==> src/rtl/fuzz_vector_sequencer_if.sv <==
`default_nettype none
// ---------------------------------------------------------------------------
// fuzz_vector_sequencer_if : stimulus, response and DUT-bus signal bundle
// Rev 1.0
// ---------------------------------------------------------------------------
interface fuzz_vector_sequencer_if #(
   parameter int IN_W  = 63,
   parameter int OUT_W = 550
);
   logic             vec_valid;
   logic [IN_W-1:0]  vec_data;
   logic             vec_ready;
   logic [IN_W-1:0]  dut_in;
   logic [OUT_W-1:0] dut_out;
   logic             rsp_valid;
   logic [OUT_W-1:0] rsp_data;
   logic [15:0]      rsp_idx;
   logic             rsp_ready;

   // master = sequencer side, slave = harness / fuzz DUT side
   modport master (
      input  vec_valid, vec_data, dut_out, rsp_ready,
      output vec_ready, dut_in, rsp_valid, rsp_data, rsp_idx
   );
   modport slave (
      output vec_valid, vec_data, dut_out, rsp_ready,
      input  vec_ready, dut_in, rsp_valid, rsp_data, rsp_idx
   );
endinterface
`default_nettype wire

==> src/rtl/fuzz_vector_sequencer.sv <==
`default_nettype none
// ---------------------------------------------------------------------------
// fuzz_vector_sequencer : clocked stimulus/response scheduler for a fuzz DUT.
// Optional running response signature enabled by macro SEQ_SIGNATURE_EN.
// Rev 1.0
// ---------------------------------------------------------------------------
module fuzz_vector_sequencer #(
   parameter int IN_W       = 63,
   parameter int OUT_W      = 550,
   parameter int SETTLE_CYC = 2
) (
   input  wire logic        clk,
   input  wire logic        rst_n,
   input  wire logic        start,
   input  wire logic [15:0] num_vec,
   input  wire logic        abort,
   fuzz_vector_sequencer_if.master bus,
   output logic             busy,
   output logic             done,
   output logic [31:0]      sig
);

   typedef enum logic [1:0] {
      S_IDLE   = 2'd0,
      S_FETCH  = 2'd1,
      S_SETTLE = 2'd2,
      S_EMIT   = 2'd3
   } state_t;

   localparam logic [7:0] c_CNT_INIT = 8'(SETTLE_CYC - 1);

   state_t           r_state;
   logic [7:0]       r_cnt;
   logic [15:0]      r_num;
   logic [15:0]      r_idx;
   logic             r_vec_ready;
   logic [IN_W-1:0]  r_dut_in;
   logic             r_rsp_valid;
   logic [OUT_W-1:0] r_rsp_data;
   logic [15:0]      r_rsp_idx;
   logic             r_busy;
   logic             r_done;

   logic w_start_acc;
   logic w_capture;

   assign w_start_acc = (r_state == S_IDLE) && start;
   assign w_capture   = (r_state == S_SETTLE) && (r_cnt == 8'd0) && !abort;

   always_ff @(posedge clk or negedge rst_n) begin
      if (!rst_n) begin
         r_state     <= S_IDLE;
         r_cnt       <= 8'd0;
         r_num       <= 16'd0;
         r_idx       <= 16'd0;
         r_vec_ready <= 1'b0;
         r_dut_in    <= '0;
         r_rsp_valid <= 1'b0;
         r_rsp_data  <= '0;
         r_rsp_idx   <= 16'd0;
         r_busy      <= 1'b0;
         r_done      <= 1'b0;
      end else begin
         r_done <= 1'b0;
         // abort wins over every handshake in the same cycle
         if (abort && (r_state != S_IDLE)) begin
            r_state     <= S_IDLE;
            r_dut_in    <= '0;
            r_rsp_valid <= 1'b0;
            r_vec_ready <= 1'b0;
            r_busy      <= 1'b0;
         end else begin
            case (r_state)
               S_IDLE: begin
                  if (start) begin
                     if (num_vec == 16'd0) begin
                        r_done <= 1'b1;
                     end else begin
                        r_num       <= num_vec;
                        r_idx       <= 16'd0;
                        r_busy      <= 1'b1;
                        r_vec_ready <= 1'b1;
                        r_state     <= S_FETCH;
                     end
                  end
               end
               S_FETCH: begin
                  if (bus.vec_valid && r_vec_ready) begin
                     r_dut_in    <= bus.vec_data;
                     r_vec_ready <= 1'b0;
                     r_cnt       <= c_CNT_INIT;
                     r_state     <= S_SETTLE;
                  end
               end
               S_SETTLE: begin
                  if (r_cnt == 8'd0) begin
                     r_rsp_data  <= bus.dut_out;
                     r_rsp_idx   <= r_idx;
                     r_rsp_valid <= 1'b1;
                     r_state     <= S_EMIT;
                  end else begin
                     r_cnt <= r_cnt - 8'd1;
                  end
               end
               S_EMIT: begin
                  if (bus.rsp_ready) begin
                     r_rsp_valid <= 1'b0;
                     r_idx       <= r_idx + 16'd1;
                     if (r_idx + 16'd1 == r_num) begin
                        r_state <= S_IDLE;
                        r_done  <= 1'b1;
                        r_busy  <= 1'b0;
                     end else begin
                        r_state     <= S_FETCH;
                        r_vec_ready <= 1'b1;
                     end
                  end
               end
               default: r_state <= S_IDLE;
            endcase
         end
      end
   end

`ifdef SEQ_SIGNATURE_EN
   localparam int c_SLICES = (OUT_W + 31) / 32;

   logic [c_SLICES*32-1:0] w_pad;
   logic [31:0]            w_fold;
   logic [31:0]            r_sig;

   always_comb begin
      w_pad             = '0;
      w_pad[OUT_W-1:0]  = bus.dut_out;
      w_fold            = 32'd0;
      for (int i = 0; i < c_SLICES; i++) begin
         w_fold = w_fold ^ w_pad[i*32 +: 32];
      end
   end

   always_ff @(posedge clk or negedge rst_n) begin
      if (!rst_n) begin
         r_sig <= 32'd0;
      end else if (w_start_acc) begin
         r_sig <= 32'd0;
      end else if (w_capture) begin
         r_sig <= {r_sig[30:0], r_sig[31]} ^ w_fold;
      end
   end

   assign sig = r_sig;
`else
   assign sig = 32'd0;
`endif

   assign bus.vec_ready = r_vec_ready;
   assign bus.dut_in    = r_dut_in;
   assign bus.rsp_valid = r_rsp_valid;
   assign bus.rsp_data  = r_rsp_data;
   assign bus.rsp_idx   = r_rsp_idx;
   assign busy          = r_busy;
   assign done          = r_done;

endmodule
`default_nettype wire
==> src/flat_wrapper.sv <==
// flat-port wrapper written by rule: the top's interface ports become plain ports
module fuzz_vector_sequencer_flat 
#(
   parameter int IN_W       = 63,
   parameter int OUT_W      = 550,
   parameter int SETTLE_CYC = 2
)
  (clk, rst_n, start, num_vec, abort, busy, done, sig, bus_vec_valid, bus_vec_data, bus_dut_out, bus_rsp_ready, bus_vec_ready, bus_dut_in, bus_rsp_valid, bus_rsp_data, bus_rsp_idx);
  fuzz_vector_sequencer_if #(.IN_W(IN_W), .OUT_W(OUT_W)) bus_i ();
  input  wire logic clk;
  input  wire logic rst_n;
  input  wire logic start;
  input  wire logic [15:0] num_vec;
  input  wire logic abort;
  output logic busy;
  output logic done;
  output logic [31:0] sig;
  input wire logic [$bits(bus_i.vec_valid)-1:0] bus_vec_valid;
  input wire logic [$bits(bus_i.vec_data)-1:0] bus_vec_data;
  input wire logic [$bits(bus_i.dut_out)-1:0] bus_dut_out;
  input wire logic [$bits(bus_i.rsp_ready)-1:0] bus_rsp_ready;
  output wire logic [$bits(bus_i.vec_ready)-1:0] bus_vec_ready;
  output wire logic [$bits(bus_i.dut_in)-1:0] bus_dut_in;
  output wire logic [$bits(bus_i.rsp_valid)-1:0] bus_rsp_valid;
  output wire logic [$bits(bus_i.rsp_data)-1:0] bus_rsp_data;
  output wire logic [$bits(bus_i.rsp_idx)-1:0] bus_rsp_idx;
  assign bus_i.vec_valid = bus_vec_valid;
  assign bus_i.vec_data = bus_vec_data;
  assign bus_i.dut_out = bus_dut_out;
  assign bus_i.rsp_ready = bus_rsp_ready;
  assign bus_vec_ready = bus_i.vec_ready;
  assign bus_dut_in = bus_i.dut_in;
  assign bus_rsp_valid = bus_i.rsp_valid;
  assign bus_rsp_data = bus_i.rsp_data;
  assign bus_rsp_idx = bus_i.rsp_idx;
  fuzz_vector_sequencer #(.IN_W(IN_W), .OUT_W(OUT_W), .SETTLE_CYC(SETTLE_CYC)) u_core (.clk(clk), .rst_n(rst_n), .start(start), .num_vec(num_vec), .abort(abort), .bus(bus_i), .busy(busy), .done(done), .sig(sig));
endmodule
==> config.mk <==
export PLATFORM = sky130hd
export DESIGN_NAME = fuzz_vector_sequencer_flat
export DESIGN_NICKNAME = d
export VERILOG_FILES = /design/src/rtl/fuzz_vector_sequencer_if.sv /design/src/rtl/fuzz_vector_sequencer.sv /design/src/flat_wrapper.sv
export SDC_FILE = /design/constraint.sdc
export NUM_CORES = 1
export LEC_CHECK = 0
export BUFFER_PORTS_ARGS = -buffer_cell sky130_fd_sc_hd__buf_2
export CAP_MARGIN = 20
export CORE_AREA = 2 2 506 508
export CTS_CLUSTER_SIZE = 8
export DETAILED_ROUTE_END_ITERATION = 7
export DIE_AREA = 0 0 508 510
export PLACE_DENSITY_LB_ADDON = 0.15
export SYNTH_ARGS = -nofsm -noshare
export SYNTH_HDL_FRONTEND = slang
export SYNTH_SLANG_ARGS = --single-unit
==> constraint.sdc <==
create_clock -name clk -period 2.8 [get_ports clk]
set_input_delay 0.7 -clock clk [delete_from_list [all_inputs] [get_ports clk]]
set_output_delay 0.7 -clock clk [all_outputs]
set_load 0.02 [all_outputs]
==> results.md, run 1 <==
- Run status: finished, final reports clean
- Share of layout cells above drive strength 1: 0.646
- WL/cell: approximately 22 microns
- Core Rows: approximately 190
- Min Tclk post-route: 2.47 ns
- Yosys cell types: 52
- ANT nets after route: 0
- CTS tree: yes
- Post-Place Worst Slack: 0.215 ns
- Switch Pwr: 19.8 mW
- I/O pin count: 1300
- Port Buffers: 1267
- Drt drc: 0
- First-pass GRT wire length: between 150000 and 200000 microns
- Crit Path Max Fanout: 10
- Final setup viols: 0
- Core area: about 0.25 sq mm
- Fin nets: 3804
- VDD IR max: 0.000521 V
- Final WL: 146000 microns
- Worst Hold Slack: 0.185 ns
- Share of Yosys cell area claimed by the top area cell type: 0.639
- Ys Warns: 0
- Mean Syn Cell Area: 14.6 sq um
- Sequential share of the synthesized area: 0.639
- Reg clk slew, reported paths: around 0.060 ns
- DP HPWL: 119000 microns
- Switching portion of total power: 0.413
- Top delay family on crit path: simple AND/OR/NAND/NOR gates
- Largest net degree at the start of global routing: 79
- Worst-path cell chain: nand4_2, nor4_2, o221ai_1, nor4b_1, and4_1, o41ai_2
- Unrepaired setup endpoints after global routing: no
- Pre-Repair DR Iteration Count: 4
- Met3 WL: 17500 microns
- WL met1: 50600 microns
- CP max stage cell: dfrtp_1
- Core Util, Final: 0.159
- Ys async rst share: 1.00
- Routability congestion estimate: 0.784
- Buf/Inv on CP: 0
- Pwr Density: around 1200 mW/mm^2
- Initial Utilization: 0.104
- Part of the power in combinational logic: 0.399
- Die width: 508 microns
- Hold Path Class: in2reg
- Post-DR vias/cell: approximately 3.1
- CP required: 3.40 ns
- Clock network fraction of total power: 0.249
- Die height: between 500 and 600 microns
- Clock sinks: 675
- Synthesized area: roughly 0.026 sq mm
- Root Buffer: clkbuf_16
- Vias in the first global route: 21585
- Kind of critical path: reg2reg
- Mapped Cells: between 1500 and 2000
- Worst slew margin: 0.434
- Max_cap viols: 0
- Yosys reg bits: 675
- Area contributors post-synth: dfrtp_1 (64%), mux2_2 (25%), nand2_1 (2.1%), a21oi_1 (1.5%), buf_2 (1.2%)
- Least-Margin Pin Slew: 0.849 ns
- Slew Limit Fails: 0
- Final hold viol count: 0
- DR iter-0 viols: 755
- Setup tns final: 0 ns
- Max Used Layer: met5
- Pleak: 20.8 nW
- Setup Buffers After CTS: 0
- Worst path max stage delay: 0.56 ns
- Critical path startpoint category: flop
- Sequential share of power: 0.352
- Internal power: between 20 and 30 mW
- Skew-Pair Late Insertion Delay: between 0.7 and 0.8 ns
- Die area: 0.259 sq mm
- Final worst setup slack: 0.325 ns
- Cell taking the most area after synthesis: dfrtp_1
- Dominant synthesized flop cell: dfrtp_1
- Crit path arrival time: 3.07 ns
- Routed via count: 20435
- Initial antenna violation count: between 100 and 150
- Crit. End Element: flop
- Clock buffer depth: 3
- Tot GR Track Use: 0.107
- Layout area overhead: 52.7%
- Grt ovf: 0
- Fin crit share: 0.884
- Metal2 WL: just over 70000 microns
- FILL cells: 28515
- Clk_skew: 0.0460 ns
- H-tree Lvls: 3
- Fmax: 404 MHz
- Post-synth EDFFs: 0
- Final Power: 48.0 mW
- TritonCTS buffer count: 102
-- layout by cell type (no fill, tap or decap), types with 9 or more instances in the layout --
cell type and instances:
diode_2 30, buf_4 53, buf_12 25, inv_1 11
a21oi_1 77, nand3_1 12, mux2_2 580, o31ai_1 13
xor2_1 10, clkbuf_1 13, o21ai_0 24, buf_2 1266
conb_1 32, nand4_1 9, dfrtp_1 675, nand2_1 145
clkbuf_16 103, xnor2_1 16, nor2_1 27
-- state kept, by name, indices dropped and copies added, names as in the netlist --
name,cells
u_core.bus.vec_ready,1
u_core.bus.dut_in,63
u_core.bus.rsp_valid,1
u_core.r_idx,16
u_core.r_cnt,8
u_core.done,1
u_core.r_state,2
u_core.bus.rsp_data,550
u_core.r_num,16
u_core.bus.rsp_idx,16
u_core.busy,1
-- per-stage QoR --
step	instance area, sq um	instances
after floorplan	26600	1848
after global placement	37300	6423
after detailed placement	37300	6423
after CTS	40300	6565
after global routing	40300	6573
final	40400	6595
-- logic make-up after synthesis --
| kind of cell | synth area share |
|---|---|
| AOI/OAI and AO/OA | 0.0297 |
| xor gates and xnor gates | 0.00861 |
| adders and majority gates | 0.00331 |
| buffers and inverters | 0.0286 |
| DFF | 0.639 |
| muxes | 0.247 |
| other | 0.000142 |
| and+or+nand+nor | 0.0435 |
-- cell type report --
type,count,area [sq um],area share
sequential,675,16900,0.418
multi-input combinational,1026,8940,0.221
timing repair buffer,1346,7260,0.180
tap,3366,4210,0.104
clock buffer,123,2720,0.0674
clock inverter,18,250,0.00620
antenna,30,75.1,0.00186
inverter,11,41.3,0.00102
-- cells in the mapped netlist, types with 9 or more instances --
| cell | instances |
|---|---|
| dfrtp_1 | 675 |
| mux2_2 | 580 |
| nand2_1 | 145 |
| a21oi_1 | 77 |
| buf_2 | 62 |
| buf_4 | 32 |
| clkbuf_1 | 32 |
| nor2_1 | 27 |
| o21ai_0 | 24 |
| xnor2_1 | 16 |
| nand3_1 | 13 |
| o31ai_1 | 13 |
| inv_1 | 11 |
| xor2_1 | 10 |
| buf_1 | 9 |
| nand4_1 | 9 |
-- final timing paths --
path                                              startpoint                              endpoint  slack, ns  cells after the start
max                              u_core.r_idx[2]$_DFFE_PN0P_         u_core.r_state[0]$_DFFE_PN0P_       0.33                      6
min                                         bus_dut_out[251]  u_core.bus.rsp_data[251]$_DFFE_PN0P_       0.19                      2
max reg2reg                      u_core.r_idx[2]$_DFFE_PN0P_         u_core.r_state[0]$_DFFE_PN0P_       0.33                      6
min reg2reg                u_core.bus.rsp_idx[8]$_DFFE_PN0P_     u_core.bus.rsp_idx[8]$_DFFE_PN0P_       0.48                      2
max in group asynchronous                              rst_n  u_core.bus.rsp_data[486]$_DFFE_PN0P_       1.32                      3
min in group asynchronous                              rst_n  u_core.bus.rsp_data[314]$_DFFE_PN0P_       0.50                      2
-- worst reg2reg max path, stage by stage, from the launching register on --
cell and delay [ns]:
dfrtp_1 0.56, nand4_2 0.27, nor4_2 0.56, o221ai_1 0.22
nor4b_1 0.20, and4_1 0.25, o41ai_2 0.30
-- what timing repair did --
| item | 4_1_cts | 5_1_grt |
|---|---|---|
| hold endpoints to repair | 14 | 0 |
| hold buffers | 1 | 0 |
| gates resized for setup | 0 | 0 |
-- power groups by stage --
stage	registers (mW)	logic (mW)	clock network (mW)
6_report	16.9	19.2	12.0
3_3_place_gp	17.0	19.8	0
2_1_floorplan	21.7	5.24	0
4_1_cts	17.0	19.7	12.6
5_1_grt	17.5	20.5	12.9
3_5_place_dp	17.0	19.7	0
-- metal layers --
metal  GRT usage  vias to the layer above
met4      0.0371                       76
met1       0.107                    10003
li1            -                     8986
met2       0.187                     1075
met3      0.0594                      295
met5           0                        -
Power figures use the tool's default switching activity.
==> run 2, diff against run 1 <==
--- a/config.mk
+++ b/config.mk
@@ -8,6 +8,7 @@
 export BUFFER_PORTS_ARGS = -buffer_cell sky130_fd_sc_hd__buf_2
 export CAP_MARGIN = 20
 export CORE_AREA = 2 2 506 508
+export CTS_CLUSTER_DIAMETER = 200
 export CTS_CLUSTER_SIZE = 8
 export DETAILED_ROUTE_END_ITERATION = 7
 export DIE_AREA = 0 0 508 510
==> constraint.sdc (replaced) <==
create_clock -name clk -period 2.8 [get_ports clk]
set_input_delay 0.7 -clock clk [delete_from_list [all_inputs] [get_ports clk]]
set_output_delay 0.7 -clock clk [all_outputs]
set_load 0.005 [all_outputs]
==> run 2 against run 1 <==
Net effect: sequential cell count stayed put; sequential share of layout area up 0.43 points; hold slack improved by 0.00058 ns; total power shrank 13%; sequential power about the same; critical path depth is the same; non-clock buffer count is the same; count of clock-buffer cells in the layout fell by 26; critical path type unchanged; clock power down 9%.
==> results.md, run 2 (same netlist as run 1, synthesis figures left out) <==
- CTS tree: yes (unchanged)
- Die height: 510 microns (unchanged)
- Initial Utilization: 0.104 (unchanged)
- Fmax: 402 MHz (was 404 MHz)
- Fin nets: 3797 (was 3804)
- Vias in the first global route: 21599 (was 21585)
- Die width: 508 microns (unchanged)
- Crit Path Max Fanout: 10 (unchanged)
- R2r worst-path depth: 6 (unchanged)
- DP Cell Count: 6423 (unchanged)
- Highest-count cells in the layout ignoring fill and taps: buf_2 (1266), dfrtp_1 (675), mux2_2 (580) (unchanged)
- Drt drc: 0 (unchanged)
- Clock buffer depth: 3 (unchanged)
- Clk_skew: 0.0397 ns (was 0.0460 ns)
- Finished layout cell area: 0.0400 sq mm (was 0.0404 sq mm)
- VDD IR max: 0.000499 V (was 0.000521 V)
- Largest net degree at the start of global routing: 79 (unchanged)
- Port Buffers: 1267 (unchanged)
- Core area: 0.253 sq mm (unchanged)
- WL met1: 50400 microns (was 50600 microns)
- DR iter-0 viols: 744 (was 755)
- WL/cell: 22.3 microns (was 22.2 microns)
- Leading cell type in the layout, fill and taps excluded: buf_2 (unchanged)
- Pre-Repair DR Iteration Count: 5 (was 4)
- Post-Place Worst Slack: 0.215 ns (unchanged)
- Min Tclk post-route: 2.49 ns (was 2.47 ns)
- Critical path startpoint category: flop (unchanged)
- Worst slew margin: 0.430 (was 0.434)
- Pwr Density: 1050 mW/mm^2 (was 1190 mW/mm^2)
- Max Used Layer: met5 (unchanged)
- Worst Hold Depth: 2 (unchanged)
- Unrepaired setup endpoints after global routing: no (unchanged)
- DP Area: 0.0373 sq mm (unchanged)
- Reg clk slew, reported paths: 0.06 ns (about the same)
- Die area: 0.259 sq mm (unchanged)
- Routability congestion estimate: 0.784 (unchanged)
- Setup tns final: 0 ns (unchanged)
- Final hold viol count: 0 (unchanged)
- Root Buffer: clkbuf_16 (unchanged)
- Hold Path Class: in2reg (unchanged)
- Grt ovf: 0 (unchanged)
- Crit path arrival time: 3.09 ns (was 3.07 ns)
- Slew Limit Fails: 0 (unchanged)
- DP HPWL: 119000 microns (unchanged)
- Layout area overhead: 51.2% (was 52.7%)
- Max reg flops: 550 (unchanged)
- CP required: 3.40 ns (about the same)
- Post-DR vias/cell: 3.11 (was 3.10)
- First-pass GRT wire length: 192000 microns (was 191000 microns)
- Kind of critical path: reg2reg (unchanged)
- ANT nets after route: 0 (unchanged)
- Max_cap viols: 0 (unchanged)
- Tot GR Track Use: 0.108 (was 0.107)
- H-tree Lvls: 3 (unchanged)
- Metal2 WL: 74100 microns (was 72600 microns)
- Skew-Pair Late Insertion Delay: 0.74 ns (about the same)
- Clock sinks: 675 (unchanged)
- Initial antenna violation count: 115 (was 113)
- TritonCTS buffer count: 95 (was 102)
- Final worst setup slack: 0.312 ns (was 0.325 ns)
- Final WL: 146000 microns (about the same)
- Non-filler cells, final: 6558 (was 6595)
- Share of layout cells above drive strength 1: 0.646 (about the same)
- Total area of sequential cells: 0.0169 sq mm (unchanged)
- Fin crit share: 0.889 (was 0.884)
- I/O pin count: 1300 (unchanged)
- Routed via count: 20420 (was 20435)
- Core Rows: 185 (unchanged)
- FILL cells: 28541 (was 28515)
- Pleak: 20.6 nW (was 20.8 nW)
- Final setup viols: 0 (unchanged)
- Run status: finished, final reports clean (unchanged)
- Met3 WL: 17800 microns (was 17500 microns)
- Footprint of the multi-input gates: 0.00894 sq mm (unchanged)
- Least-Margin Pin Slew: 0.855 ns (was 0.849 ns)
- Crit. End Element: flop (unchanged)
-- run 2: through the flow --
| stage | total power, mW | utilization | hold WS [ns] |
|---|---|---|---|
| 2_1_floorplan | 22.0 | - | 0.404 |
| 3_3_place_gp | 31.7 | 0.147 | 0.466 |
| 3_5_place_dp | 31.7 | 0.147 | 0.469 |
| 4_1_cts | 43.2 | 0.157 | 0.0703 |
| 5_1_grt | 44.8 | 0.158 | 0.0979 |
| 6_report | 41.9 | 0.158 | 0.186 |
-- run 2: worst paths after layout --
check / from / end / slack, ns
min reg2reg: u_core.r_cnt[1]$_DFFE_PN0P_ / u_core.r_cnt[1]$_DFFE_PN0P_ / 0.48
max reg2reg: u_core.r_idx[2]$_DFFE_PN0P_ / u_core.r_state[0]$_DFFE_PN0P_ / 0.31
max in group asynchronous: rst_n / u_core.bus.rsp_data[486]$_DFFE_PN0P_ / 1.32
min: bus_dut_out[251] / u_core.bus.rsp_data[251]$_DFFE_PN0P_ / 0.19
max: u_core.r_idx[2]$_DFFE_PN0P_ / u_core.r_state[0]$_DFFE_PN0P_ / 0.31
min in group asynchronous: rst_n / u_core.bus.rsp_data[337]$_DFFE_PN0P_ / 0.50
-- run 2: power breakdown --
group | switching (mW) | total (mW) | internal, mW | leakage, nW
Sequential | 2.71 | 16.9 | 14.2 | 9.04
Combinational | 7.08 | 14.1 | 7.00 | 10.3
Clock | 4.86 | 10.9 | 6.08 | 1.25
-- run 2: critical path, cell delays in order, from the launching register on --
cell      delay, ns
dfrtp_1        0.56
nand4_2        0.27
nor4_2         0.56
o221ai_1       0.23
nor4b_1        0.20
and4_1         0.25
o41ai_2        0.30
-- run 2: layout make-up --
cell class,instances,share of cell area
multi-input cells,1026,0.224
flip-flops and latches,675,0.422
clock inverters,9,0.00382
diodes,28,0.00175
repair buffers,1346,0.182
well taps,3366,0.105
inverters,11,0.00103
clock buffers,97,0.0604
-- run 2: per-layer routing --
| metal | up-vias | GRT usage |
|---|---|---|
| met5 | - | 0 |
| met4 | 84 | 0.0271 |
| met3 | 278 | 0.0614 |
| met2 | 1047 | 0.192 |
| met1 | 10064 | 0.107 |
| li1 | 8947 | - |
-- run 2: what timing repair did --
action,in CTS,in global routing
gates resized for setup,0,0
hold endpoints to repair,14,0
hold buffers,1,0
setup buffers,0,0
==> run 3, diff against run 2 <==
--- a/config.mk
+++ b/config.mk
@@ -13,6 +13,7 @@
 export DETAILED_ROUTE_END_ITERATION = 7
 export DIE_AREA = 0 0 508 510
 export PLACE_DENSITY_LB_ADDON = 0.15
+export RECOVER_POWER = 25
 export SYNTH_ARGS = -nofsm -noshare
 export SYNTH_HDL_FRONTEND = slang
 export SYNTH_SLANG_ARGS = --single-unit
==> run 3 against run 2 <==
Net effect: cell count stayed put; sequential share of layout area rose by 0.12 points; critical path type unchanged; critical path depth unchanged.
==> results.md, run 3 (same netlist as run 1, synthesis figures left out) <==
- Top delay family on crit path: simple AND/OR/NAND/NOR gates (unchanged)
- Switching portion of total power: 0.350 (was 0.349)
- First-pass GRT wire length: 192000 microns (unchanged)
- Buf/Inv on CP: 0 (unchanged)
- Final setup viols: 0 (unchanged)
- Slew Limit Fails: 0 (unchanged)
- Run status: finished, final reports clean (unchanged)
- DP HPWL: 119000 microns (unchanged)
- Share of layout cells above drive strength 1: 0.642 (was 0.646)
- Final hold viol count: 0 (unchanged)
- Fin nets: 3797 (unchanged)
- I/O pin count: 1300 (unchanged)
- Setup tns final: 0 ns (unchanged)
- Least-Margin Pin Slew: 1.31 ns (was 0.855 ns)
- CP max stage cell: dfrtp_1 (unchanged)
- Clock buffer depth: 3 (unchanged)
- FILL cells: 28563 (was 28541)
- Largest net degree at the start of global routing: 79 (unchanged)
- Vias in the first global route: 21599 (unchanged)
- Initial antenna violation count: 115 (unchanged)
- Core Rows: 185 (unchanged)
- Clk_skew: 0.0404 ns (was 0.0397 ns)
- Fin crit share: 0.882 (was 0.889)
- Crit Path Max Fanout: 10 (unchanged)
- CP required: 3.40 ns (about the same)
- Worst-path cell chain: nand4_2, nor4_2, o221ai_1, nor4b_1, and4_1, o41ai_2 (unchanged)
- Crit. End Element: flop (unchanged)
- Routed via count: 20407 (was 20420)
- Leading cell type in the layout, fill and taps excluded: buf_2 (unchanged)
- Part of the power in combinational logic: 0.336 (about the same)
- Finished layout cell area: 0.0399 sq mm (was 0.0400 sq mm)
- Min Tclk post-route: 2.47 ns (was 2.49 ns)
- Initial Utilization: 0.104 (unchanged)
- Core area: 0.253 sq mm (unchanged)
- Hold Path Class: in2reg (unchanged)
- Die width: 508 microns (unchanged)
- Tot GR Track Use: 0.108 (unchanged)
- Post-DR vias/cell: 3.11 (about the same)
- Clock network fraction of total power: 0.261 (about the same)
- Internal power: 27.2 mW (was 27.3 mW)
- Clock sinks: 675 (unchanged)
- Root Buffer: clkbuf_16 (unchanged)
- Setup Buffers After CTS: 0 (unchanged)
- Worst slew margin: 0.126 (was 0.430)
- DR iter-0 viols: 761 (was 744)
- Sequential share of power: 0.403 (about the same)
- Grt ovf: 0 (unchanged)
- Max reg flops: 550 (unchanged)
- Die area: 0.259 sq mm (unchanged)
- Layout area overhead: 50.8% (was 51.2%)
- Footprint of the multi-input gates: 0.00894 sq mm (unchanged)
- Kind of critical path: reg2reg (unchanged)
- Switch Pwr: 14.7 mW (was 14.6 mW)
- H-tree Lvls: 3 (unchanged)
- Routability congestion estimate: 0.784 (unchanged)
- ANT nets after route: 0 (unchanged)
- Highest-count cells in the layout ignoring fill and taps: buf_2 (1266), dfrtp_1 (675), mux2_2 (580) (unchanged)
- Drt drc: 0 (unchanged)
- Pwr Density: 1050 mW/mm^2 (about the same)
- DP Area: 0.0373 sq mm (unchanged)
- Unrepaired setup endpoints after global routing: no (unchanged)
- Critical path startpoint category: flop (unchanged)
- Final WL: 146000 microns (about the same)
- WL/cell: 22.3 microns (about the same)
- Crit path arrival time: 3.07 ns (was 3.09 ns)
- CTS tree: yes (unchanged)
- Port Buffers: 1267 (unchanged)
- TritonCTS buffer count: 95 (unchanged)
- VDD IR max: 0.000497 V (was 0.000499 V)
- Skew-Pair Late Insertion Delay: 0.74 ns (about the same)
- Max_cap viols: 0 (unchanged)
- Pre-Repair DR Iteration Count: 4 (was 5)
- Total area of sequential cells: 0.0169 sq mm (unchanged)
- Reg clk slew, reported paths: 0.06 ns (about the same)
- Pleak: 20.6 nW (about the same)
- Worst path max stage delay: 0.55 ns (was 0.56 ns)
- Fmax: 405 MHz (was 402 MHz)
- Die height: 510 microns (unchanged)
-- run 3: power by group through the flow --
stage	Combinational [mW]	Sequential (mW)	Clock, mW
2_1_floorplan	5.24	16.8	0
6_report	14.1	16.9	10.9
3_3_place_gp	14.7	17.0	0
3_5_place_dp	14.7	17.0	0
5_1_grt	15.4	17.5	11.9
4_1_cts	14.7	17.0	11.6
-- run 3: final timing paths --
path                       slack (ns)                              endpoint                         startpoint  depth (start not counted)
min in group asynchronous        0.83  u_core.bus.rsp_data[337]$_DFFE_PN0P_                              rst_n                          2
setup / recovery                 0.33         u_core.r_state[0]$_DFFE_PN0P_        u_core.r_idx[2]$_DFFE_PN0P_                          6
hold reg to reg                  0.48     u_core.bus.rsp_idx[8]$_DFFE_PN0P_  u_core.bus.rsp_idx[8]$_DFFE_PN0P_                          2
hold / removal                   0.19  u_core.bus.rsp_data[251]$_DFFE_PN0P_                   bus_dut_out[251]                          2
max in group asynchronous        0.36     u_core.bus.dut_in[50]$_DFFE_PN0P_                              rst_n                          3
setup reg to reg                 0.33         u_core.r_state[0]$_DFFE_PN0P_        u_core.r_idx[2]$_DFFE_PN0P_                          6
-- run 3: what timing repair did --
item / in CTS / in global routing
hold endpoints to repair: 14 / 0
hold buffers: 1 / 0
resized for setup: 0 / 0
-- run 3: stage by stage --
stage	util	hold WS [ns]	power [mW]	setup slack, ns	cells
floorplan	-	0.404	22.0	0.640	1848
global placement	0.147	0.466	31.7	0.153	6423
detailed placement	0.147	0.469	31.7	0.215	6423
CTS	0.157	0.0703	43.2	0.296	6530
global route	0.157	0.0979	44.8	0.0899	6539
finish	0.157	0.186	41.9	0.329	6558
-- run 3: area by class of cell --
| cell class | count | share of cell area |
|---|---|---|
| diodes | 28 | 0.00176 |
| clock buffers | 97 | 0.0606 |
| clock inverters | 9 | 0.00383 |
| inverters | 11 | 0.00104 |
| multi-input cells | 1026 | 0.224 |
| flip-flops and latches | 675 | 0.424 |
| well taps | 3366 | 0.106 |
| repair buffers | 1346 | 0.179 |
-- run 3: per-layer routing --
layer	global-route usage	part of all wire	up-vias	wire length, microns
met5	0	0.0037	-	543
met4	0.0271	0.023	84	3340
met3	0.0614	0.12	272	18000
met2	0.192	0.51	1060	74200
met1	0.107	0.34	10048	50200
li1	-	-	8943	-
